## config.mk

```make
export PLATFORM = sky130hd
export DESIGN_NAME = sim_run_ctrl
export DESIGN_NICKNAME = d
export VERILOG_FILES = /design/src/rtl/sim_run_ctrl.sv
export SDC_FILE = /design/constraint.sdc
export NUM_CORES = 1
export LEC_CHECK = 0
export ABC_AREA = 0
export BUFFER_PORTS_ARGS = -buffer_cell sky130_fd_sc_hd__buf_2
export CAP_MARGIN = 15
export CORE_MARGIN = 5
export CORE_UTILIZATION = 49
export DETAILED_ROUTE_END_ITERATION = 10
export PLACE_DENSITY = 0.75
export SYNTH_ARGS = -nofsm -noshare
export SYNTH_HDL_FRONTEND = slang
export SYNTH_SLANG_ARGS = --single-unit
```

## constraint.sdc

```tcl
create_clock -name clk -period 2.1 [get_ports clk]
set_input_delay 0.21 -clock clk [delete_from_list [all_inputs] [get_ports clk]]
set_output_delay 0.21 -clock clk [all_outputs]
set_load 0.05 [all_outputs]
```

## src/rtl/sim_run_ctrl.sv

```systemverilog
// Run controller for processor benches: sequences proc reset, counts run cycles and
// ends the run on a signature write (pass/fail), a bus stall (halt) or a cycle budget.
module sim_run_ctrl #(
  parameter int unsigned       ADDR_W       = 16,
  parameter int unsigned       DATA_W       = 8,
  parameter int unsigned       CNT_W        = 32,
  parameter int unsigned       RESET_CYCLES = 4,
  parameter int unsigned       MAX_CYCLES   = 2000,
  parameter int unsigned       HALT_CYCLES  = 16,
  parameter logic [ADDR_W-1:0] SIG_ADDR     = 16'h0200,
  parameter logic [DATA_W-1:0] PASS_CODE    = 8'h00,
  parameter bit                HOLD_ON_DONE = 1'b1
) (
  input  logic              clk,
  input  logic              resetn,
  input  logic [ADDR_W-1:0] address,
  input  logic [DATA_W-1:0] wr_data,
  input  logic              wr_enable,
  output logic              proc_resetn,
  output logic [2:0]        state,
  output logic              done,
  output logic              pass,
  output logic              fail,
  output logic              halted,
  output logic              timeout,
  output logic [DATA_W-1:0] result_code,
  output logic [CNT_W-1:0]  cycle_count
);

  typedef enum logic [2:0] {
    ST_HOLD    = 3'd0,
    ST_RUN     = 3'd1,
    ST_PASS    = 3'd2,
    ST_FAIL    = 3'd3,
    ST_HALT    = 3'd4,
    ST_TIMEOUT = 3'd5
  } state_e;

  localparam int unsigned       HALT_W    = (HALT_CYCLES > 1) ? $clog2(HALT_CYCLES) : 1;
  localparam bit                HALT_EN   = (HALT_CYCLES != 0);
  localparam logic [HALT_W-1:0] HALT_LAST = HALT_W'((HALT_CYCLES > 0) ? HALT_CYCLES - 1 : 0);
  localparam logic [7:0]        HOLD_LAST = 8'(RESET_CYCLES - 1);
  localparam logic [CNT_W-1:0]  CNT_LAST  = CNT_W'(MAX_CYCLES - 1);

  state_e              state_q, state_d;
  logic [7:0]          hold_cnt_q, hold_cnt_d;
  logic [HALT_W-1:0]   halt_cnt_q, halt_cnt_d;
  logic [ADDR_W-1:0]   prev_addr_q, prev_addr_d;
  logic [CNT_W-1:0]    cycle_count_q, cycle_count_d;
  logic [DATA_W-1:0]   result_code_q, result_code_d;
  logic                proc_resetn_q, proc_resetn_d;
  logic                done_q, done_d;
  logic                pass_q, pass_d;
  logic                fail_q, fail_d;
  logic                halted_q, halted_d;
  logic                timeout_q, timeout_d;

  logic sig_hit, addr_same, halt_hit, tmo_hit;

  // cycle_count is zero only during the first RUN cycle, which has no previous address.
  assign sig_hit   = wr_enable && (address == SIG_ADDR);
  assign addr_same = (cycle_count_q != '0) && (address == prev_addr_q);
  assign halt_hit  = HALT_EN && addr_same && !wr_enable && (halt_cnt_q == HALT_LAST);
  assign tmo_hit   = (cycle_count_q == CNT_LAST);

  always_comb begin
    // NOTE: every signal written here gets a default first so no path can infer a latch.
    state_d       = state_q;
    hold_cnt_d    = hold_cnt_q;
    halt_cnt_d    = halt_cnt_q;
    prev_addr_d   = prev_addr_q;
    cycle_count_d = cycle_count_q;
    result_code_d = result_code_q;
    proc_resetn_d = proc_resetn_q;
    done_d        = done_q;
    pass_d        = pass_q;
    fail_d        = fail_q;
    halted_d      = halted_q;
    timeout_d     = timeout_q;

    unique case (state_q)
      ST_HOLD: begin
        hold_cnt_d = hold_cnt_q + 8'd1;
        if (hold_cnt_q == HOLD_LAST) begin
          state_d       = ST_RUN;
          proc_resetn_d = 1'b1;
        end
      end

      ST_RUN: begin
        prev_addr_d   = address;
        cycle_count_d = (cycle_count_q == '1) ? cycle_count_q : cycle_count_q + 1'b1;
        halt_cnt_d    = (HALT_EN && addr_same && !wr_enable) ? halt_cnt_q + 1'b1 : '0;

        // Priority: signature write, then halt, then timeout.
        if (sig_hit) begin
          result_code_d = wr_data;
          if (wr_data == PASS_CODE) begin
            state_d = ST_PASS;
            pass_d  = 1'b1;
          end else begin
            state_d = ST_FAIL;
            fail_d  = 1'b1;
          end
        end else if (halt_hit) begin
          state_d  = ST_HALT;
          halted_d = 1'b1;
        end else if (tmo_hit) begin
          state_d   = ST_TIMEOUT;
          timeout_d = 1'b1;
        end

        if (state_d != ST_RUN) begin
          done_d = 1'b1;
          if (HOLD_ON_DONE) proc_resetn_d = 1'b0;
        end
      end

      default: ;  // terminal states are sticky until resetn
    endcase
  end

  always_ff @(posedge clk) begin
    // NOTE: sequential state uses non-blocking assignments so every register samples pre-edge values.
    if (!resetn) begin
      state_q       <= ST_HOLD;
      hold_cnt_q    <= '0;
      halt_cnt_q    <= '0;
      prev_addr_q   <= '0;
      cycle_count_q <= '0;
      result_code_q <= '0;
      proc_resetn_q <= 1'b0;
      done_q        <= 1'b0;
      pass_q        <= 1'b0;
      fail_q        <= 1'b0;
      halted_q      <= 1'b0;
      timeout_q     <= 1'b0;
    end else begin
      state_q       <= state_d;
      hold_cnt_q    <= hold_cnt_d;
      halt_cnt_q    <= halt_cnt_d;
      prev_addr_q   <= prev_addr_d;
      cycle_count_q <= cycle_count_d;
      result_code_q <= result_code_d;
      proc_resetn_q <= proc_resetn_d;
      done_q        <= done_d;
      pass_q        <= pass_d;
      fail_q        <= fail_d;
      halted_q      <= halted_d;
      timeout_q     <= timeout_d;
    end
  end

  assign state       = state_q;
  assign proc_resetn = proc_resetn_q;
  assign done        = done_q;
  assign pass        = pass_q;
  assign fail        = fail_q;
  assign halted      = halted_q;
  assign timeout     = timeout_q;
  assign result_code = result_code_q;
  assign cycle_count = cycle_count_q;

endmodule

```

Word level (Yosys, flattened, before mapping)
Index checks and enable logic that the tools add are counted.
{ "word_totals": {"word_cells": 58, "regBits": 77, "inputBits": 27, "output_inout_bits": 49} }
{ "classes": {"bitwise": 4, "add_sub_neg": 3, "n_mux": 11, "reduce_logical": 18, "n_eq_ne": 10} }
{ "op_table": {"columns": ["operator", "n"], "rows": [
  ["$add A32 B1 Y32 const B", 1],
  ["$eq A32 B11 Y1 const B", 1],
  ["$eq A32 B32 Y1 const B", 1],
  ["$reduce_bool A32 Y1", 1],
  ["$eq A16 B10 Y1 const B", 1],
  ["$eq A16 B16 Y1", 1],
  ["$mux W3", 5],
  ["$reduce_and A3 Y1", 4],
  ["$add A8 B1 Y8 const B", 1],
  ["$eq A8 B2 Y1 const B", 1],
  ["$logic_not A8 Y1", 1],
  ["$reduce_and A2 Y1", 4],
  ["$pmux W3 S2", 1],
  ["$add A4 B1 Y4 const B", 1],
  ["$eq A4 B4 Y1 const B", 1],
  ["$logic_and A1 B1 Y1", 4],
  ["$mux W4", 1],
  ["$ne A2 B2 Y1 const B", 2],
  ["$not A1 Y1", 4],
  ["$reduce_and A4 Y1", 1],
  ["$eq A3 B1 Y1 const B", 1],
  ["$logic_not A3 Y1", 1],
  ["$mux W1", 3],
  ["$ne A3 B1 Y1 const B", 1],
  ["other kinds (3)", 3]
]} }

Longest topological paths before layout
Gate-level depths: netlist (run 1).
{ "depth": {"word_depth": 10, "ltp_mapped": 8, "depth_no_buf": 7} }

Worst setup path after synthesis (run 1)
OpenSTA, ideal clock, no wires.
{ "synth_timing": {"path_type": "reg2reg", "start": "reg cycle_count_q[15] (netlist: cycle_count[15])", "end": "reg cycle_count_q[28] (netlist: cycle_count[28])", "required_time_ns": 2.030, "path_buffers": 2, "arrival_time_ns": 2.528, "path_stages_with_launch": 8, "slack_ns": -0.498, "synth_period_minus_slack_ns": 2.598, "setup_time_ns": 0.070, "cell_sequence": "dfxtp_1 -> clkbuf_2 -> nand4_1 -> or4_4 -> or4_1 -> buf_2 -> or3_1 -> a21oi_1"} }
{ "synth_via": {"elab_chain_cells": 3, "elab_cells_between_ends": 4, "cone_classes": "1 x add/sub; 1 x eq/ne; 1 x bitwise; 1 x reduce/logical"} }
{ "synth_lines": {"columns": ["element", "line_no", "text"], "rows": [
  ["from (decl)", "49", "logic [CNT_W-1:0] cycle_count_q, cycle_count_d;"],
  ["from (signal assigned)", "143", "cycle_count_q <= cycle_count_d;"],
  ["parallel branches: the longest is 3 deep, another holds $add A32 B1 Y32", null, null]
]} }
Parallel ways; which one is timed is not known.
A chain may end at the register's enable or synchronous reset.

Worst setup path in the final report (run 1)
{ "layout_timing": {"start": "reg cycle_count_q[16] (netlist: cycle_count[16])", "end": "reg cycle_count_q[26] (netlist: cycle_count[26])"} }
Same word-level chain as after synthesis.

==> impl_metrics.ini, run 1 <==
[status]
status = completed

[route]
drtIter0Drc = 250
firstDrtPassIters = 5
vias_per_cell = 5.68
wl_per_cell_um = 14.8
ant_nets = 0
vias = 3710
drcViolationCount = 0
totalWireLength_mm = 9.63

[synth]
synth_area_leaders = dfxtp_1 41%, a21oi_1 6.1%, nand2_1 6.1%
syn_inst = 453
syn-num-nets = 484
yosysWarnings = 0
synth-seq-cells = 77
ys.flop_type = dfxtp_1
netlist.area_leader.share_pct = 41.5
synthesis.area_mm2 = 0.00372
synth_cell_types = 47
ys_seq_area_share_pct = 41.5
synth_edf_count = 0
syn-mean-instance-area_um2 = 8.21
synthArstFlopShare_pct = 0
synth_top_cell_by_area = dfxtp_1

[worst_setup_path]
crit_top_cell = or4_4
cp-endpoint = cycle_count[26]
crit_start = cycle_count[16]
start_kind = flop
slowest_delay_ns = 0.48
end_kind = flop
critical_path_peak_fanout = 9
required_ns = 2.38
r2r_slack_ns = 0.04
critPathArrivalTime_ns = 2.34
r2r_cells = 5
critPathKind = flop to flop
r2r_start = cycle_count[16]
r2r_end = cycle_count[26]
crit_chain = nand4_1 > or4_4 > or4_4 > or3_1 > a21oi_2
slowest_stage = or4_4

[timing]
fin_crit_sh_pct = 98.1
tightest_slew_ns = 0.457
hold_viol = 0
maxSlewViolCount = 0
whs_ns = 0.106
fmax_ghz = 0.485
setup_violations = 0
final.setup_skew_ns = 0.0117
rsz0062_at_grt = false
layout_min_cycle_time_ns = 2.06
max-slew-margin-rel_pct = 69.4

[clock_tree]
cts-hold-fix-buffers = 0
cts_root_buf = clkbuf_8
numCtsBuffers = 9
cts_tree = yes
clk_pin_slew_ns = 0.09
cts_max_level = 3
cts_sinks = 77
clockBufferDepth = 2
clk_latency_ns = 0.35

[pwr]
irDropWorstVdd_uv = 374
power.internal_w = 0.00246
power_w = 0.00323
p_sw_w = 0.000770
power.share.clock_pct = 43.6
p_leak_nw = 1.82
combinationalPowerShare_pct = 9.4
power_switching_share_pct = 23.8
seqPwrFrac_pct = 47.0
p_per_area_mw_per_mm2 = 685

[die]
start_util_pct = 50.7
num_rows = 31
ios = 76
dieArea_mm2 = 0.00943
die_h_um = 97.1
coreArea_mm2 = 0.00733
dieWidth_um = 97.1

[placed_design]
place.gp.congestion = 0.885
dp.final_hpwl_mm = 6.99
numPortBuffers = 75

[finish]
utilization_pct = 64.3
drive_above_1_share_pct = 29.2
num_antenna_cells = 0
nets = 580
areaGrowthSynthToFinish_pct = 26.9

[global_routing]
antenna_found_initial = 0
overflow = 0
grt_pass1_vias = 3427
grtUsageTotal_pct = 19.9
grt_pass1_wl_mm = 15.9
grt_max_degree = 28

[job]
max_cap_violations = 0

[hold_path]
hp-class = input pin to flop
[kinds of logic (layout without fill, tap and decap cells)]
logic type | Yosys count | after routing | synth area share, %
and+or+nand+nor | 210 | 210 | 30.1
AOI/OAI and AO/OA | 93 | 93 | 14.8
DFF | 77 | 77 | 41.5
buffers and inverters | 32 | 133 | 3.30
xor gates and xnor gates | 27 | 27 | 6.36
muxes | 10 | 10 | 2.69
adders and majority gates | 4 | 4 | 1.35
[synth_stat cells (all sizes together), types with 5 or more instances]
cell / instances
xnor2: 20
nor2: 29
nand3: 24
nor4: 13
or4: 11
nand4: 23
dfxtp: 77
and3: 5
or3: 17
o31ai: 8
and4: 10
mux2i: 10
inv: 10
a21oi: 45
xor2: 7
o21ai: 20
nand2: 60
clkbuf: 18
nor3: 6
[placed cells by master, fill, tap and decap left out, types with 9 or more instances in the layout]
cell	netlist	layout
buf_2	1	75
nor2_1	29	29
inv_1	9	9
mux2i_1	10	10
xnor2_1	20	20
dfxtp_2	0	16
nand4_1	22	22
a21oi_1	45	44
nand3_1	24	24
buf_4	0	32
and4_1	9	9
o21ai_0	20	20
or3_1	16	16
nand2_1	60	59
clkbuf_8	0	11
nor4_1	13	12
dfxtp_1	77	53
[flip-flops by register name, summed over array words and instances (netlist names), 3 cells and up]
register and flops:
cycle_count 32, halt_cnt_q 4, result_code 8, prev_addr_q 16
hold_cnt_q 8, state 3
[worst max-delay path, delay by kind of cell, from the launching register on]
| kind | cells | cell delay [ns] |
|---|---|---|
| AOI/OAI and AO/OA | 1 | 0.13 |
| DFF | 1 | 0.40 |
| and+or+nand+nor | 4 | 1.46 |
[worst min path at each step]
stage                        start        endpoint  slack, ns  cells past startpoint
floorplan               address[0]  prev_addr_q[0]       0.35                      2
global placement              pass            pass       0.45                      2
detailed placement  prev_addr_q[7]  prev_addr_q[7]       0.46                      2
CTS                     wr_data[2]  result_code[2]        0.1                      3
global route            wr_data[2]  result_code[2]       0.10                      3
finish                  wr_data[2]  result_code[2]       0.11                      3
[area by class of cell]
type	count	area (um^2)
sequential	77	1590
tap	99	124
fill	629	2610
multi-input combinational	344	2090
clock inverter	5	105
timing repair buffer	107	616
inverter	10	37.5
clock buffer	11	151
[routing by layer]
layer / vias up / wire [um] / global-route usage (%)
li1: 1851 / - / -
met1: 1761 / 4310 / 25.8
met2: 87 / 4630 / 32.3
met3: 11 / 561 / 5.03
met4: 0 / 127 / 6.26
met5: - / 0 / 0
[power groups by stage]
stage | clock, W | sequential, W | combinational, W
final | 0.00141 | 0.00152 | 0.000303
after CTS | 0.00143 | 0.00152 | 0.000305
after floorplan | 0 | 0.00158 | 0.000177
after global routing | 0.00151 | 0.00153 | 0.000330
after global placement | 0 | 0.00155 | 0.000296
after detailed placement | 0 | 0.00155 | 0.000302
[through the flow]
step,cells,TNS [ns],instance area (um^2),setup slack (ns)
4_1_cts,652,0,4700,0.0399
2_1_floorplan,453,-0.273,3800,-0.0910
5_1_grt,653,0,4720,0.000902
6_report,653,0,4720,0.0400
3_5_place_dp,636,0,4440,0.0130
3_3_place_gp,636,0,4440,0.0469
[repair_timing]
action,CTS,global route
gates resized for setup,1,3
buffers inserted,0,1
endpoints found under the setup margin,2,6
pin swaps,0,1
No activity file was read; power rests on OpenSTA's default activity.
==> run 2: changes to the inputs <==
Settings changed: GPL_TIMING_DRIVEN set to 0.
==> impl_metrics.ini, run 2 (synthesis gave the netlist of run 1 again) <==
[worst_setup_path]
r2r_start = cycle_count[13]
r2r_end = cycle_count[30]
required_ns = 2.39
critical_path_peak_fanout = 7
critPathArrivalTime_ns = 2.33
start_kind = flop
cp-endpoint = cycle_count[30]
crit_start = cycle_count[13]
r2r_slack_ns = 0.06
end_kind = flop
critPathKind = flop to flop
r2r_cells = 5

[finish]
num_antenna_cells = 0
final_common_cell = buf_2
drive_above_1_share_pct = 27.5
nets = 579
final_area_mm2 = 0.00469
stdcell_count = 652
utilization_pct = 64.0
areaGrowthSynthToFinish_pct = 26.1
final_cell_mix = 75 x buf_2, 59 x nand2_1, 52 x dfxtp_1
fillers = 654
largest_register_ffs = 32

[global_routing]
grt_max_degree = 15
grtUsageTotal_pct = 20.8
grt_pass1_vias = 3538
grt_pass1_wl_mm = 16.4
overflow = 0
antenna_found_initial = 0

[placed_design]
place.gp.congestion = 0.844
dp.final_hpwl_mm = 7.10
numPortBuffers = 75
post-place-cells = 627
placed_area_mm2 = 0.00430

[timing]
tightest_slew_ns = 0.685
whs_ns = 0.104
tns_ns = 0
final.setup_skew_ns = 0.00785
fin_crit_sh_pct = 97.3
hold_viol = 0
setup_violations = 0
fmax_ghz = 0.489
max-slew-margin-rel_pct = 54.0
rsz0062_at_grt = false
layout_min_cycle_time_ns = 2.04
maxSlewViolCount = 0

[clock_tree]
cts_sinks = 77
cts_max_level = 3
cts_tree = yes
clockBufferDepth = 2
numCtsBuffers = 9
clk_latency_ns = 0.36
cts-hold-fix-buffers = 0
cts_root_buf = clkbuf_8
clk_pin_slew_ns = 0.08

[pwr]
p_per_area_mw_per_mm2 = 685
irDropWorstVdd_uv = 437
p_leak_nw = 1.76

[die]
num_rows = 31
dieWidth_um = 97.1
start_util_pct = 50.7
ios = 76
coreArea_mm2 = 0.00733
dieArea_mm2 = 0.00943
die_h_um = 97.1

[route]
totalWireLength_mm = 9.81
wl_per_cell_um = 15.1
vias_per_cell = 5.80
ant_nets = 0
drtIter0Drc = 210
drcViolationCount = 0
firstDrtPassIters = 5
vias = 3783

[hold_path]
hp-class = input pin to flop

[status]
status = completed

[job]
max_cap_violations = 0
[run 2: how the worst min path moves through the flow]
stage / startpoint / endpoint / depth (start not counted)
after floorplan: address[0] / prev_addr_q[0] / 2
after global placement: pass / pass / 2
after CTS: wr_data[4] / result_code[4] / 3
after global routing: wr_data[2] / result_code[2] / 3
after detailed placement: prev_addr_q[1] / prev_addr_q[1] / 2
final: wr_data[4] / result_code[4] / 3
[run 2: final cells by class]
cell class              instances  area [um^2]  area share, %
plain buffers                  18         76.3           1.63
inverters                      10         37.5          0.800
well taps                      99          124           2.64
clock inverters                 7          121           2.59
clock buffers                   9          124           2.64
multi-input cells             344         2140           45.6
flip-flops and latches         77         1600           34.1
repair buffers                 88          473           10.1
[run 2: report_power, final]
group | switching, W | internal, W
Sequential | 0.0000334 | 0.00149
Combinational | 0.000194 | 0.000119
Clock | 0.000587 | 0.000795
[run 2: layer usage]
| metal | GRT usage (%) | routed length (um) | share of wire, % | up-vias |
|---|---|---|---|---|
| li1 | - | - | - | 1849 |
| met1 | 26.1 | 4310 | 44 | 1789 |
| met2 | 34.2 | 4640 | 47 | 127 |
| met3 | 5.10 | 665 | 6.8 | 18 |
| met4 | 8.21 | 193 | 2.0 | 0 |
| met5 | 0 | 0 | 0 | - |
[run 2: through the flow]
stage | setup slack (ns) | power, W
after floorplan | -0.0910 | 0.00175
after global placement | -0.171 | 0.00184
final | 0.0567 | 0.00321
after CTS | -0.00243 | 0.00323
after detailed placement | -0.165 | 0.00186
after global routing | 0.000891 | 0.00335
[run 2: worst max-delay path, cell delays in order (launching register included)]
cell,delay [ns]
dfxtp_4,0.37
nand4_4,0.11
or4_4,0.56
or4_4,0.48
or3_1,0.33
a21oi_1,0.12
[run 2: repair_timing]
action / CTS / global route
gates cloned: 0 / 0
hold endpoints to repair: 0 / 0
pin swaps: 3 / 7
gates resized for setup: 10 / 17
setup buffers: 9 / 4
setup endpoints to repair: 25 / 37
==> run 3: changes to the inputs <==
Settings changed: ABC_AREA 0 to 1, ABC_CLOCK_PERIOD_IN_PS set to 2100, CORE_UTILIZATION 49 to 51, PLACE_DENSITY 0.75 to 0.77.
==> impl_metrics.ini, run 3 <==
[placed_design]
place_ws_ns = 0.192
place.gp.congestion = 0.910
post-place-cells = 803
numPortBuffers = 75
dp.final_hpwl_mm = 8.61

[route]
vias = 4295
vias_per_cell = 5.25
wl_per_cell_um = 13.8
ant_nets = 0
totalWireLength_mm = 11.3
drtIter0Drc = 170
firstDrtPassIters = 5
drcViolationCount = 0

[synth]
ys_seq_area_share_pct = 37.0
syn-mean-instance-area_um2 = 6.69
netlist.area_leader.share_pct = 37.0
syn_inst = 623
synth-seq-cells = 77
synthesis.area_mm2 = 0.00417
synth_edf_count = 0
synth_cell_types = 37
syn-num-nets = 654
synth_area_leaders = dfxtp_1 37%, nand2_1 12%, nor2_1 9.2%
yosysWarnings = 0
ys.flop_type = dfxtp_1
yosys-top-cells-count = 133 x nand2_1, 102 x nor2_1, 77 x dfxtp_1, 69 x inv_1, 52 x a21oi_1
synth_most_common_cell = nand2_1
synthArstFlopShare_pct = 0
synth_top_cell_by_area = dfxtp_1

[worst_setup_path]
r2r_cells = 10
r2r_start = cycle_count[1]
r2r_end = cycle_count[12]
crit_family = simple AND/OR/NAND/NOR gates
start_kind = flop
critPathKind = flop to flop
critical_path_peak_fanout = 7
end_kind = flop
critPathBufInv = 0
crit_chain = ha_1 > nand2_1 > nor2_1 > nand2_2 > nor2_4 > nand2_2 > nand2_4 > or2_4 > xor2_1 > nor2_1
critPathArrivalTime_ns = 2.16
r2r_slack_ns = 0.16
slowest_stage = dfxtp_1
slowest_delay_ns = 0.38
required_ns = 2.32

[global_routing]
grt_max_degree = 13
overflow = 0
grt_pass1_wl_mm = 18.4
antenna_found_initial = 0
grt_pass1_vias = 4012
grtUsageTotal_pct = 22.8

[timing]
tns_ns = 0
layout_min_cycle_time_ns = 1.94
final.setup_skew_ns = 0.00979
fmax_ghz = 0.516
rsz0062_at_grt = false
setup_violations = 0
fin_ws_ns = 0.160
max-slew-margin-rel_pct = 51.5
fin_crit_sh_pct = 92.4
hold_viol = 0
maxSlewViolCount = 0
tightest_slew_ns = 0.721

[die]
ios = 76
dieArea_mm2 = 0.0101
coreArea_mm2 = 0.00809
num_rows = 33
dieWidth_um = 100
start_util_pct = 51.5
die_h_um = 100

[clock_tree]
cts-hold-fix-buffers = 0
cts_root_buf = clkbuf_8
clk_pin_slew_ns = 0.08
clockBufferDepth = 2
cts_tree = yes
clk_latency_ns = 0.36
cts_repair_resize_count = 0
cts_sinks = 77
cts_max_level = 3
numCtsBuffers = 9
postCtsSetupBuffers = 0

[hold_path]
min_from = wr_data[2]
hp-class = input pin to flop
worstHoldEndpoint = result_code[2]
holdPathStages = 3

[pwr]
p_per_area_mw_per_mm2 = 639
p_leak_nw = 2.10
irDropWorstVdd_uv = 355

[finish]
num_antenna_cells = 0
areaGrowthSynthToFinish_pct = 16.9
final_common_cell = nand2_1
stdcell_count = 818
largest_register_ffs = 32
drive_above_1_share_pct = 17.7
final_cell_mix = 133 x nand2_1, 102 x nor2_1, 79 x buf_2
nets = 740

[job]
max_cap_violations = 0

[status]
status = completed
run 3: changes by cell type after synthesis, sizes merged, moves of 11 or more:
| cell | previous run | this run |
|---|---|---|
| or4 | 11 | 0 |
| nand2 | 60 | 140 |
| nor2 | 29 | 107 |
| nand4 | 23 | 9 |
| inv | 10 | 74 |
| nor3 | 6 | 32 |
| or3 | 17 | 0 |
| o21ai | 20 | 42 |
| xnor2 | 20 | 4 |
| xor2 | 7 | 23 |
run 3: final cells by class:
cell class	count	area, um^2
Fill cell	783	3220
Clock buffer	11	151
Sequential cell	77	1540
Tap cell	105	131
Multi-Input combinational cell	455	2260
Clock inverter	4	47.5
Timing Repair Buffer	75	375
Inverter	74	278
Buffer	17	91.3
run 3: worst min-delay path: stages:
cell and delay [ns]:
buf_2 0.09, nor2_1 0.04, nor2_1 0.08
run 3: through the flow:
step                      power [W]  area, um^2  hold slack (ns)  util [%]
final                       0.00311        4870           0.0950      60.2
after global routing        0.00325        4870            0.103      60.2
after CTS                   0.00313        4870           0.0903      60.2
after detailed placement    0.00198        4680            0.441      57.8
after global placement      0.00196        4680            0.435      57.8
after floorplan             0.00185        4170            0.345         -
run 3: worst max path at each step:
| stage | from | slack [ns] | cells after the start | to |
|---|---|---|---|---|
| 6_report | cycle_count[1] | 0.16 | 10 | cycle_count[12] |
| 5_1_grt | cycle_count[1] | 0.005 | 10 | cycle_count[10] |
| 4_1_cts | cycle_count[1] | 0.17 | 10 | cycle_count[12] |
| 3_5_place_dp | cycle_count[1] | 0.19 | 10 | cycle_count[12] |
| 3_3_place_gp | cycle_count[1] | 0.21 | 10 | cycle_count[12] |
| 2_1_floorplan | cycle_count[1] | 0.06 | 9 | cycle_count[12] |
run 3: cells by family (layout without fill, tap and decap cells):
family                     Yosys count  count (layout)  share of synthesized area, %
AOI/OAI and AO/OA                  101             101                          12.6
adders and majority gates            4               4                          1.20
DFF                                 77              77                          37.0
and+or+nand+nor                    322             322                          34.5
xor gates and xnor gates            27              27                          5.67
muxes                                1               1                         0.240
buffers and inverters               91             181                          8.85
run 3: layer usage:
| metal | up-vias | track usage [%] | routed length (um) |
|---|---|---|---|
| li1 | 2170 | - | - |
| met1 | 1944 | 29.4 | 4960 |
| met2 | 155 | 37.7 | 5310 |
| met3 | 26 | 4.31 | 759 |
| met4 | 0 | 8.81 | 286 |
| met5 | - | 0 | 0 |
run 3: power breakdown:
part	internal, W	switching, W
sequential	0.00151	0.0000383
clock	0.000604	0.000564
combinational	0.000129	0.000266
